### config.mk
export PLATFORM = sky130hd
export DESIGN_NAME = chan_mux_rr
export DESIGN_NICKNAME = d
export VERILOG_FILES = /design/src/rtl/chan_mux_pkg.sv /design/src/rtl/rr_arbiter.sv /design/src/rtl/chan_mux_rr.sv
export SDC_FILE = /design/constraint.sdc
export NUM_CORES = 1
export LEC_CHECK = 0
export BUFFER_PORTS_ARGS = -buffer_cell sky130_fd_sc_hd__buf_4
export CORE_MARGIN = 8
export CORE_UTILIZATION = 49
export CTS_CLUSTER_SIZE = 8
export DETAILED_ROUTE_END_ITERATION = 16
export PLACE_DENSITY = 0.81
export SYNTH_ARGS = -nofsm -noshare
export SYNTH_HDL_FRONTEND = slang
export SYNTH_SLANG_ARGS = --single-unit
### constraint.sdc
create_clock -name clk -period 4.8 [get_ports clk]
set_clock_uncertainty 0.1 [all_clocks]
set_input_delay 0.48 -clock clk [delete_from_list [all_inputs] [get_ports clk]]
set_output_delay 0.48 -clock clk [all_outputs]
set_load 0.01 [all_outputs]
### src/rtl/chan_mux_pkg.sv
// rtl/chan_mux_pkg.sv - shared types and constants for the chan_mux_rr selector
//
// Purpose: mode encoding and statistics counter width used by chan_mux_rr.
// Ports:   none (package).
package chan_mux_pkg;

  typedef enum logic {
    MODE_FIXED = 1'b0,
    MODE_RR    = 1'b1
  } mode_e;

  localparam int STAT_W = 16;

endpackage

### src/rtl/rr_arbiter.sv
// rtl/rr_arbiter.sv - combinational rotate-priority arbiter
//
// Purpose: grants the first requesting channel after last_grant, wrapping,
//          with last_grant itself checked last. No grant when en is low.
// Ports:
//   req        in   N_CH   per-channel request
//   last_grant in   SEL_W  most recently granted channel
//   en         in   1      allow a grant this cycle
//   gnt        out  N_CH   one-hot grant (or zero)
//   gnt_idx    out  SEL_W  index of the granted channel
//   gnt_any    out  1      a grant was issued
module rr_arbiter #(
  parameter  int N_CH  = 4,
  localparam int SEL_W = $clog2(N_CH)
) (
  input  logic [N_CH-1:0]  req,
  input  logic [SEL_W-1:0] last_grant,
  input  logic             en,
  output logic [N_CH-1:0]  gnt,
  output logic [SEL_W-1:0] gnt_idx,
  output logic             gnt_any
);

  logic             hi_found;
  logic [SEL_W-1:0] hi_idx;
  logic             lo_found;
  logic [SEL_W-1:0] lo_idx;

  // Two ascending scans: channels above last_grant take priority, then the
  // wrapped range 0..last_grant. Together this is the rotated search order.
  always_comb begin
    hi_found = 1'b0;
    hi_idx   = '0;
    lo_found = 1'b0;
    lo_idx   = '0;
    for (int i = 0; i < N_CH; i++) begin
      if (req[i] && (i > int'(last_grant)) && !hi_found) begin
        hi_found = 1'b1;
        hi_idx   = SEL_W'(i);
      end
      if (req[i] && (i <= int'(last_grant)) && !lo_found) begin
        lo_found = 1'b1;
        lo_idx   = SEL_W'(i);
      end
    end
  end

  always_comb begin
    gnt_any = en & (hi_found | lo_found);
    gnt_idx = hi_found ? hi_idx : lo_idx;
    gnt     = '0;
    for (int i = 0; i < N_CH; i++) begin
      gnt[i] = gnt_any && (gnt_idx == SEL_W'(i));
    end
  end

endmodule

### src/rtl/chan_mux_rr.sv
// rtl/chan_mux_rr.sv - N-channel selector, fixed or round-robin, registered output
//
// Purpose: moves one word per cycle from a granted input channel into a
//          registered output with valid/ready on every side.
// Optional: define CHAN_MUX_STATS_EN to add per-channel saturating grant counters.
// Ports:
//   clk        in   1            rising-edge clock
//   rst        in   1            synchronous active-high reset
//   in_data    in   N_CH*WIDTH   channel i at [i*WIDTH +: WIDTH]
//   in_valid   in   N_CH         per-channel valid
//   in_ready   out  N_CH         per-channel ready, one-hot or zero
//   mode       in   1            0 = fixed, 1 = round-robin
//   sel_fixed  in   SEL_W        channel used in fixed mode
//   out_data   out  WIDTH        registered selected word
//   out_valid  out  1            output holds a word
//   out_ready  in   1            consumer accepts the word
//   grant_cnt  out  N_CH*16      per-channel transfer counts (CHAN_MUX_STATS_EN only)
//   out_ch     out  SEL_W        channel that produced out_data
module chan_mux_rr
  import chan_mux_pkg::*;
#(
  parameter  int WIDTH = 3,
  parameter  int N_CH  = 4,
  localparam int SEL_W = $clog2(N_CH)
) (
  input  logic                   clk,
  input  logic                   rst,
  input  logic [N_CH*WIDTH-1:0]  in_data,
  input  logic [N_CH-1:0]        in_valid,
  output logic [N_CH-1:0]        in_ready,
  input  logic                   mode,
  input  logic [SEL_W-1:0]       sel_fixed,
  output logic [WIDTH-1:0]       out_data,
  output logic                   out_valid,
  input  logic                   out_ready,
`ifdef CHAN_MUX_STATS_EN
  output logic [N_CH*STAT_W-1:0] grant_cnt,
`endif
  output logic [SEL_W-1:0]       out_ch
);

  logic [WIDTH-1:0] out_data_q,   out_data_d;
  logic             out_valid_q,  out_valid_d;
  logic [SEL_W-1:0] out_ch_q,     out_ch_d;
  logic [SEL_W-1:0] last_grant_q, last_grant_d;

  mode_e            mode_s;
  logic             load_en;
  logic [N_CH-1:0]  sel_mask;
  logic [N_CH-1:0]  arb_req;
  logic [N_CH-1:0]  gnt;
  logic [SEL_W-1:0] gnt_idx;
  logic             gnt_any;
  logic [WIDTH-1:0] gnt_data;

  assign mode_s  = mode_e'(mode);
  assign load_en = !out_valid_q | out_ready;

  // Out-of-range sel_fixed matches no channel, so fixed mode simply stalls.
  always_comb begin
    sel_mask = '0;
    for (int i = 0; i < N_CH; i++) begin
      sel_mask[i] = (sel_fixed == SEL_W'(i));
    end
  end

  // In fixed mode at most one request survives, so the arbiter only decodes it.
  assign arb_req = (mode_s == MODE_RR) ? in_valid : (in_valid & sel_mask);

  rr_arbiter #(.N_CH(N_CH)) u_arb (
    .req        (arb_req),
    .last_grant (last_grant_q),
    .en         (load_en & !rst),
    .gnt        (gnt),
    .gnt_idx    (gnt_idx),
    .gnt_any    (gnt_any)
  );

  // A grant is only issued on a valid channel, so grant implies transfer.
  assign in_ready = gnt;

  always_comb begin
    gnt_data = '0;
    for (int i = 0; i < N_CH; i++) begin
      if (gnt[i]) gnt_data = in_data[i*WIDTH +: WIDTH];
    end
  end

  always_comb begin
    out_data_d   = out_data_q;
    out_valid_d  = out_valid_q;
    out_ch_d     = out_ch_q;
    last_grant_d = last_grant_q;
    if (gnt_any) begin
      out_data_d   = gnt_data;
      out_valid_d  = 1'b1;
      out_ch_d     = gnt_idx;
      last_grant_d = gnt_idx;
    end else if (out_ready) begin
      out_valid_d  = 1'b0;
    end
  end

  always_ff @(posedge clk) begin
    if (rst) begin
      out_data_q   <= '0;
      out_valid_q  <= 1'b0;
      out_ch_q     <= '0;
      last_grant_q <= SEL_W'(N_CH - 1);
    end else begin
      out_data_q   <= out_data_d;
      out_valid_q  <= out_valid_d;
      out_ch_q     <= out_ch_d;
      last_grant_q <= last_grant_d;
    end
  end

  assign out_data  = out_data_q;
  assign out_valid = out_valid_q;
  assign out_ch    = out_ch_q;

`ifdef CHAN_MUX_STATS_EN
  logic [STAT_W-1:0] cnt_q [N_CH];

  always_ff @(posedge clk) begin
    for (int i = 0; i < N_CH; i++) begin
      if (rst) begin
        cnt_q[i] <= '0;
      end else if (gnt[i] && (cnt_q[i] != {STAT_W{1'b1}})) begin
        cnt_q[i] <= cnt_q[i] + 1'b1;
      end
    end
  end

  always_comb begin
    grant_cnt = '0;
    for (int i = 0; i < N_CH; i++) begin
      grant_cnt[i*STAT_W +: STAT_W] = cnt_q[i];
    end
  end
`endif

endmodule
==> results of run 1 <==
registers in the layout, indices dropped and copies added, names as in the netlist:
register	flops
out_data	3
out_ch	2
last_grant_q	2
out_valid	1
placed cells by master (no fill, tap or decap), types with 4 or more instances in the layout:
| cell type | count |
|---|---|
| a21oi_1 | 5 |
| buf_4 | 31 |
| dfxtp_1 | 8 |
| inv_1 | 4 |
| mux2i_1 | 4 |
| nand2_1 | 5 |
| nor2_1 | 9 |
| o21a_1 | 6 |
| o21ai_0 | 5 |
| o21ai_1 | 4 |
cell families (layout without fill, tap and decap cells):
family                 after synthesis  after routing  synth area share, %
AOI/OAI and AO/OA                   41             41                 45.8
buffers and inverters                7             38                 5.66
DFF                                  8              8                 22.0
muxes                                4              4                 5.49
and+or+nand+nor                     29             29                 21.1
final cells by class:
cell class / count / area [sq um] / share of cell area (%)
tap: 16 / 20.0 / 2.05
multi-input combinational: 74 / 528 / 54.0
inverter: 4 / 15.0 / 1.53
sequential: 8 / 160 / 16.4
clock buffer: 3 / 22.5 / 2.30
timing repair buffer: 31 / 233 / 23.8
per-stage QoR:
stage	cell area [sq um]	power [uW]	std cells
final	978	249	136
after global routing	978	267	136
after CTS	978	250	136
after detailed placement	956	198	133
after global placement	956	197	133
after floorplan	729	155	89
metal layers:
metal	GRT usage, %	share of wire, %
met1	16.2	44
met2	25.3	47
met3	5.16	9.0
met4	3.28	0
met5	0	0
tightest hold or removal path, stage by stage (launching register included):
cell and delay, ns:
dfxtp_1 0.31, nand2_1 0.05, nand2_1 0.04
power by group through the flow:
stage                     Clock, uW  Combinational (uW)  Sequential [uW]
after floorplan                   0                66.3             89.1
after global placement            0                 111             86.1
after detailed placement          0                 112             86.5
after CTS                      52.7                 112             85.2
after global routing           57.6                 122             86.8
final                          51.8                 112             85.3
worst paths after layout:
kind | from | end | slack [ns]
max reg2reg | last_grant_q[0]$_SDFFE_PP1P_ | out_data[0]$_SDFFE_PP0P_ | 3.03
max | last_grant_q[0]$_SDFFE_PP1P_ | in_ready[3] | 2.49
min reg2reg | out_ch[1]$_SDFFE_PP0P_ | out_ch[1]$_SDFFE_PP0P_ | 0.35
min | out_ch[1]$_SDFFE_PP0P_ | out_ch[1]$_SDFFE_PP0P_ | 0.35
==> summary.md, run 1 <==
| Metric | Value |
|---|---|
| Sum Neg Setup Slack | 0 ns |
| DRT antenna net count | 0 |
| Hold crit path type | reg -> reg |
| Final Util | 67.3% |
| N_diodes | 0 |
| Crit-path slowest cell | dfxtp_1 |
| Peak supply drop | 242 uV |
| Row count | 14 |
| Dpl hpwl | 1.67 mm |
| Total die area | 2980 sq um |
| Insertion delay to the later sink of the worst-skew pair | 0.25 ns |
| Sequential Power Share | 34.2% |
| Final net count | 144 |
| Hold bufs inserted after CTS | 0 |
| Leakage power | 0.000447 uW |
| Clk buf depth | 2 |
| Clock root cell | clkbuf_4 |
| # Post-CTS Setup Buffers | 0 |
| Worst path cell trace | nand2b_1 > o21ai_1 > o21a_1 > nand3_1 > a21oi_1 > buf_4 |
| CTS Buf Count | 3 |
| Mapped Nets | 111 |
| Worst hold slack | 0.348 ns |
| Gr ovfl total | 0 |
| DRC errors left | 0 |
| First-pass GRT wire length | 3.31 mm |
| Initial antenna violation count | 0 |
| Global placement routability congestion | 0.788 |
| H-Tree Depth | 1 |
| Synthesis-stage register bit count | 8 |
| Min cycle time layout | 2.31 ns |
| Tcrit/Tclk final | 48.1% |
| Number of global-route vias before repair | 813 |
| Area Growth Syn to Fin | 34.1% |
| Pre-antenna DRT Iters | 5 |
| Post-synth ARST share | 0% |
| Number of distinct library cells after synthesis | 39 |
| PD cells | 254 nW/um^2 |
| Crit Path Category | reg -> out |
| Hold Fails Final Rpt | 0 |
| Switching part of the total | 35.7% |
| Seq/Total Area, Yosys | 22.0% |
| R2R depth | 6 |
| Core ar. | 1450 sq um |
| Die H | 54.6 um |
| GRT Total Usage | 14.4% |
| Worst Path Max Fanout | 5 |
| Top cell type's share of synthesized area | 22.0% |
| Starting density of the core | 50.2% |
| Post-synth EDFFs | 0 |
| Result of the run | finished clean |
| CTS tree | done |
| WL per Instance | 14.8 um |
| RSZ-0062 raised after global routing | false |
| Finish-stage setup viols | 0 |
| Gate power share | 45.0% |
| Vias | 796 |
| CP endpoint kind | primary output |
| Mapped Area | 729 sq um |
| Layout cells sized above 1 | 37.5% |
| CTS resizes | 0 |
| Cell family with most CP delay | compound AO/OA/AOI/OAI gates |
| Ranking of synthesized cells by area | dfxtp_1, o21a_1, mux2i_1, nor2_1, a32o_1 |
| Critical Path RT | 4.22 ns |
| Leading area contributor after synthesis | dfxtp_1 |
| Count of buffer and inverter cells on the critical path | 1 |
| Int Power | 160 uW |
| Hold Path Stages | 2 |
| Clock sinks | 8 |
| Fin. max-slew vios | 0 |
| Max stage delay on crit path | 0.34 ns |
| Worst path arrival time | 1.73 ns |
| Synth Flop Type | dfxtp_1 |
| Die W | 54.6 um |
| Cells after synthesis | 89 |
| Ports | 32 |
| Top cells by count, synth | nor2_1, dfxtp_1, o21a_1 |
| Synth warn | 0 |
| Sw power | 88.8 uW |
| Clk pwr share | 20.8% |
| Crit. path cell count | 6 |
| Max Freq | 0.433 GHz |
| Number of port buffers | 31 |
| Syn avg cell area | 8.20 sq um |
| Routed Wire Length | 2.02 mm |
| Count leader, synth | nor2_1 |
| Worst-path clk slew | 0.06 ns |
| # fillers | 116 |
| Largest net degree at the start of global routing | 11 |
| Max-Slew Margin vs Limit | 75.0% |
| Slew @ Worst Pin | 0.373 ns |
| Total of max-cap violations | 0 |
| Initial drt markers | 20 |
| Vias/cell | 5.85 |
| Crit path launch type | register |
| Worst slack at placement | 2.49 ns |
| Final setup margin | 2.49 ns |
(Power assumes the default switching activity.)
==> run 2: changes to the inputs <==
CORE_UTILIZATION = 46   (was 49)
PLACE_DENSITY = 0.77   (was 0.81)
clock period = 2.4 ns   (was 4.8 ns; I/O delays follow)
==> summary.md, run 2 (synthesis gave the netlist of run 1 again) <==
| Metric | Value |
|---|---|
| Result of the run | finished clean |
| N_diodes | 0 |
| Gr ovfl total | 0 |
| Worst path arrival time | 1.72 ns |
| Tcrit/Tclk final | 85.7% |
| Routed Wire Length | 2.14 mm |
| Global placement routability congestion | 0.845 |
| Worst-path clk slew | 0.06 ns |
| M2 GR Usage | 22.4% |
| Clock sinks | 8 |
| Initial antenna violation count | 0 |
| Vias | 795 |
| Number of global-route vias before repair | 818 |
| Clock root cell | clkbuf_4 |
| Crit Path Category | reg -> out |
| Area Growth Syn to Fin | 34.1% |
| Worst Path Max Fanout | 6 |
| Vias/cell | 5.85 |
| Core ar. | 1490 sq um |
| CTS resizes | 0 |
| CP endpoint kind | primary output |
| First-pass GRT wire length | 3.59 mm |
| Dpl hpwl | 1.72 mm |
| DRC errors left | 0 |
| Insertion delay to the later sink of the worst-skew pair | 0.26 ns |
| Met3 GRT Util | 3.20% |
| Clk buf depth | 2 |
| Fin. max-slew vios | 0 |
| Row count | 14 |
| Most frequent cells in the layout | buf_4, nor2_1, dfxtp_1 |
| Die H | 55.8 um |
| Max FFs per register | 3 |
| CTS Buf Count | 3 |
| Commonest non-fill, non-tap cell in the layout | buf_4 |
| Ports | 32 |
| PD cells | 517 nW/um^2 |
| Final net count | 144 |
| Starting density of the core | 49.0% |
| Number of port buffers | 31 |
| Sum Neg Setup Slack | 0 ns |
| Crit path launch type | register |
| Largest net degree at the start of global routing | 11 |
| CTS tree | done |
| Hold crit path type | in -> reg |
| Hold Fails Final Rpt | 0 |
| # Post-CTS Setup Buffers | 0 |
| Finish-stage setup viols | 0 |
| Hold bufs inserted after CTS | 0 |
| Most Crowded Layer GR | met2 |
| Pre-antenna DRT Iters | 4 |
| Max-Slew Margin vs Limit | 75.6% |
| Critical Path RT | 2.06 ns |
| Final Util | 65.7% |
| Met1 Use GR | 15.7% |
| Max Freq | 0.486 GHz |
| DRT antenna net count | 0 |
| Peak supply drop | 304 uV |
| Initial drt markers | 20 |
| Layout cells sized above 1 | 37.5% |
| Leakage power | 0.000447 uW |
| Total die area | 3120 sq um |
| H-Tree Depth | 1 |
| Min cycle time layout | 2.06 ns |
| Total of max-cap violations | 0 |
| Die W | 55.8 um |
| Slew @ Worst Pin | 0.363 ns |
| WL per Instance | 15.7 um |
| GRT Total Usage | 13.3% |
| RSZ-0062 raised after global routing | false |
[run 2: path summary, 6_finish.rpt]
path                                startpoint  cells past startpoint  slack, ns                       end
setup reg to reg  last_grant_q[0]$_SDFFE_PP1P_                      6       0.64  out_data[2]$_SDFFE_PP0P_
hold reg to reg         out_ch[1]$_SDFFE_PP0P_                      2       0.37    out_ch[1]$_SDFFE_PP0P_
hold / removal                     in_data[10]                      3       0.13  out_data[1]$_SDFFE_PP0P_
setup / recovery  last_grant_q[1]$_SDFFE_PP1P_                      6       0.34               in_ready[1]
[run 2: area by class of cell]
type                    instances  area, sq um
repair buffers                 31          233
flip-flops and latches          8          160
multi-input cells              74          528
well taps                      16         20.0
fillers                       146          510
inverters                       4         15.0
clock buffers                   3         22.5
[run 2: per-layer routing]
metal	part of all wire, %	wire length, um
met5	0	0
met4	1.8	38
met3	6.0	129
met2	46	990
met1	46	978
[run 2: report_power, final]
group          internal (uW)  switching [uW]
clock network           57.5            49.8
registers                155            17.7
logic                    108             118
total                    321             185
[run 2: worst max-delay path, stage by stage (launching register included)]
cell	delay, ns
dfxtp_1	0.45
a21o_1	0.15
mux2i_1	0.10
a32o_1	0.28
nor3_2	0.26
nor2_1	0.07
buf_4	0.15
[run 2: metrics by stage]
| stage | cell area, sq um | std cells | hold WS [ns] | setup slack [ns] | power [uW] |
|---|---|---|---|---|---|
| floorplan | 729 | 89 | 0.291 | 0.800 | 311 |
| global placement | 956 | 133 | 0.337 | 0.620 | 396 |
| detailed placement | 956 | 133 | 0.361 | 0.610 | 400 |
| CTS | 978 | 136 | 0.126 | 0.361 | 509 |
| global route | 978 | 136 | 0.150 | 0.207 | 543 |
| finish | 978 | 136 | 0.127 | 0.344 | 506 |
==> run 3: changes to the inputs <==
ABC_CLOCK_PERIOD_IN_PS = 2400   (was unset)
REMOVE_ABC_BUFFERS = 1   (was unset)
==> summary.md, run 3 (synthesis gave the netlist of run 1 again) <==
| Metric | Value |
|---|---|
| Peak supply drop | 388 uV |
| CTS tree | done |
| Row count | 14 |
| DRT antenna net count | 0 |
| Sum Neg Setup Slack | 0 ns |
| Vias | 818 |
| Number of global-route vias before repair | 880 |
| Critical Path RT | 2.06 ns |
| Routed Wire Length | 2.23 mm |
| # fillers | 130 |
| Gr ovfl total | 0 |
| Crit Path Category | reg -> out |
| Layout cells sized above 1 | 37.5% |
| R2r setup slk | 0.59 ns |
| Switching part of the total | 36.6% |
| Total of max-cap violations | 0 |
| PD cells | 517 nW/um^2 |
| Worst Setup SP | last_grant_q[0]$_SDFFE_PP1P_ |
| Pre-antenna DRT Iters | 4 |
| Ports | 32 |
| R2R depth | 6 |
| Clock root cell | clkbuf_4 |
| DRC errors left | 0 |
| Worst Path Max Fanout | 5 |
| CP endpoint kind | primary output |
| Largest net degree at the start of global routing | 11 |
| Hold Fails Final Rpt | 0 |
| CTS Buf Count | 3 |
| Max FFs per register | 3 |
| Commonest non-fill, non-tap cell in the layout | buf_4 |
| Result of the run | finished clean |
| Critical Path Sink | in_ready[3] |
| Cell family with most CP delay | compound AO/OA/AOI/OAI gates |
| Vias/cell | 6.01 |
| RR Startpoint | last_grant_q[0]$_SDFFE_PP1P_ |
| Sw power | 185 uW |
| Initial drt markers | 20 |
| Total die area | 3120 sq um |
| Min cycle time layout | 2.12 ns |
| Leakage power | 0.000447 uW |
| Gate power share | 45.1% |
| # Post-CTS Setup Buffers | 0 |
| Max stage delay on crit path | 0.35 ns |
| Clk pwr share | 21.0% |
| Clk buf depth | 2 |
| Int Power | 321 uW |
| Max-Slew Margin vs Limit | 70.3% |
| Worst path cell trace | nand2b_1 > o21ai_1 > o21a_1 > nand3_1 > a21oi_1 > buf_4 |
| Worst path arrival time | 1.78 ns |
| Tcrit/Tclk final | 88.2% |
| CTS resizes | 0 |
| Hold bufs inserted after CTS | 0 |
| Count of buffer and inverter cells on the critical path | 1 |
| Slew @ Worst Pin | 0.443 ns |
| Die W | 55.8 um |
| Final Util | 65.7% |
| Max Freq | 0.472 GHz |
| GRT Total Usage | 13.8% |
| H-Tree Depth | 1 |
| Initial antenna violation count | 0 |
| Reg2Reg Capture Point | out_data[0]$_SDFFE_PP0P_ |
| Dpl hpwl | 1.79 mm |
| Number of port buffers | 31 |
| Insertion delay to the later sink of the worst-skew pair | 0.26 ns |
| Crit-path slowest cell | dfxtp_1 |
| Final net count | 144 |
| Sequential Power Share | 33.9% |
| Fin. max-slew vios | 0 |
| Hold crit path type | in -> reg |
| N_diodes | 0 |
| Crit path launch type | register |
| WL per Instance | 16.4 um |
| Starting density of the core | 49.0% |
| First-pass GRT wire length | 3.75 mm |
| Crit. path cell count | 6 |
| Finish-stage setup viols | 0 |
| Area Growth Syn to Fin | 34.1% |
| RSZ-0062 raised after global routing | false |
| Global placement routability congestion | 0.885 |
| Worst-path clk slew | 0.06 ns |
| Core ar. | 1490 sq um |
| Clock sinks | 8 |
| Die H | 55.8 um |
| Most frequent cells in the layout | buf_4, nor2_1, dfxtp_1 |
run 3: worst min path at each step:
stage	startpoint	end	cells past startpoint
2_1_floorplan	rst	out_valid$_SDFFE_PP0P_	2
3_3_place_gp	out_ch[1]$_SDFFE_PP0P_	out_ch[1]$_SDFFE_PP0P_	2
3_5_place_dp	out_ch[1]$_SDFFE_PP0P_	out_ch[1]$_SDFFE_PP0P_	2
4_1_cts	in_data[10]	out_data[1]$_SDFFE_PP0P_	3
5_1_grt	in_data[10]	out_data[1]$_SDFFE_PP0P_	3
6_report	in_data[10]	out_data[1]$_SDFFE_PP0P_	3
run 3: metal layers:
layer  global-route usage (%)  vias to the layer above  wire length [um]
met4                     6.19                        0                22
met3                     4.11                        4               158
met1                     15.5                      378              1000
li1                         -                      404                 -
met2                     23.4                       32              1050
met5                        0                        -                 0
run 3: cell type report:
cell class	instances	area, sq um	area share [%]
Sequential cell	8	160	16.4
Clock buffer	3	22.5	2.30
Multi-Input combinational cell	74	528	54.0
Inverter	4	15.0	1.53
Timing Repair Buffer	31	233	23.8
Tap cell	16	20.0	2.05
run 3: through the flow:
step / hold slack [ns] / setup WS (ns) / total power, uW / instance area [sq um] / cells
floorplan: 0.291 / 0.800 / 302 / 703 / 86
global placement: 0.334 / 0.594 / 396 / 956 / 133
detailed placement: 0.337 / 0.569 / 400 / 956 / 133
CTS: 0.137 / 0.280 / 505 / 978 / 136
global route: 0.142 / 0.162 / 534 / 978 / 136
finish: 0.139 / 0.283 / 505 / 978 / 136
run 3: power groups by stage:
| stage | Clock [uW] | Combinational, uW | Sequential, uW |
|---|---|---|---|
| 2_1_floorplan | 0 | 124 | 178 |
| 3_3_place_gp | 0 | 224 | 172 |
| 3_5_place_dp | 0 | 226 | 174 |
| 4_1_cts | 105 | 228 | 171 |
| 5_1_grt | 109 | 250 | 175 |
| 6_report | 106 | 228 | 171 |
run 3: worst min-delay path: cells and delay by family:
kind	cells	cell delay, ns
buffers and inverters	1	0.08
AOI/OAI and AO/OA	2	0.14
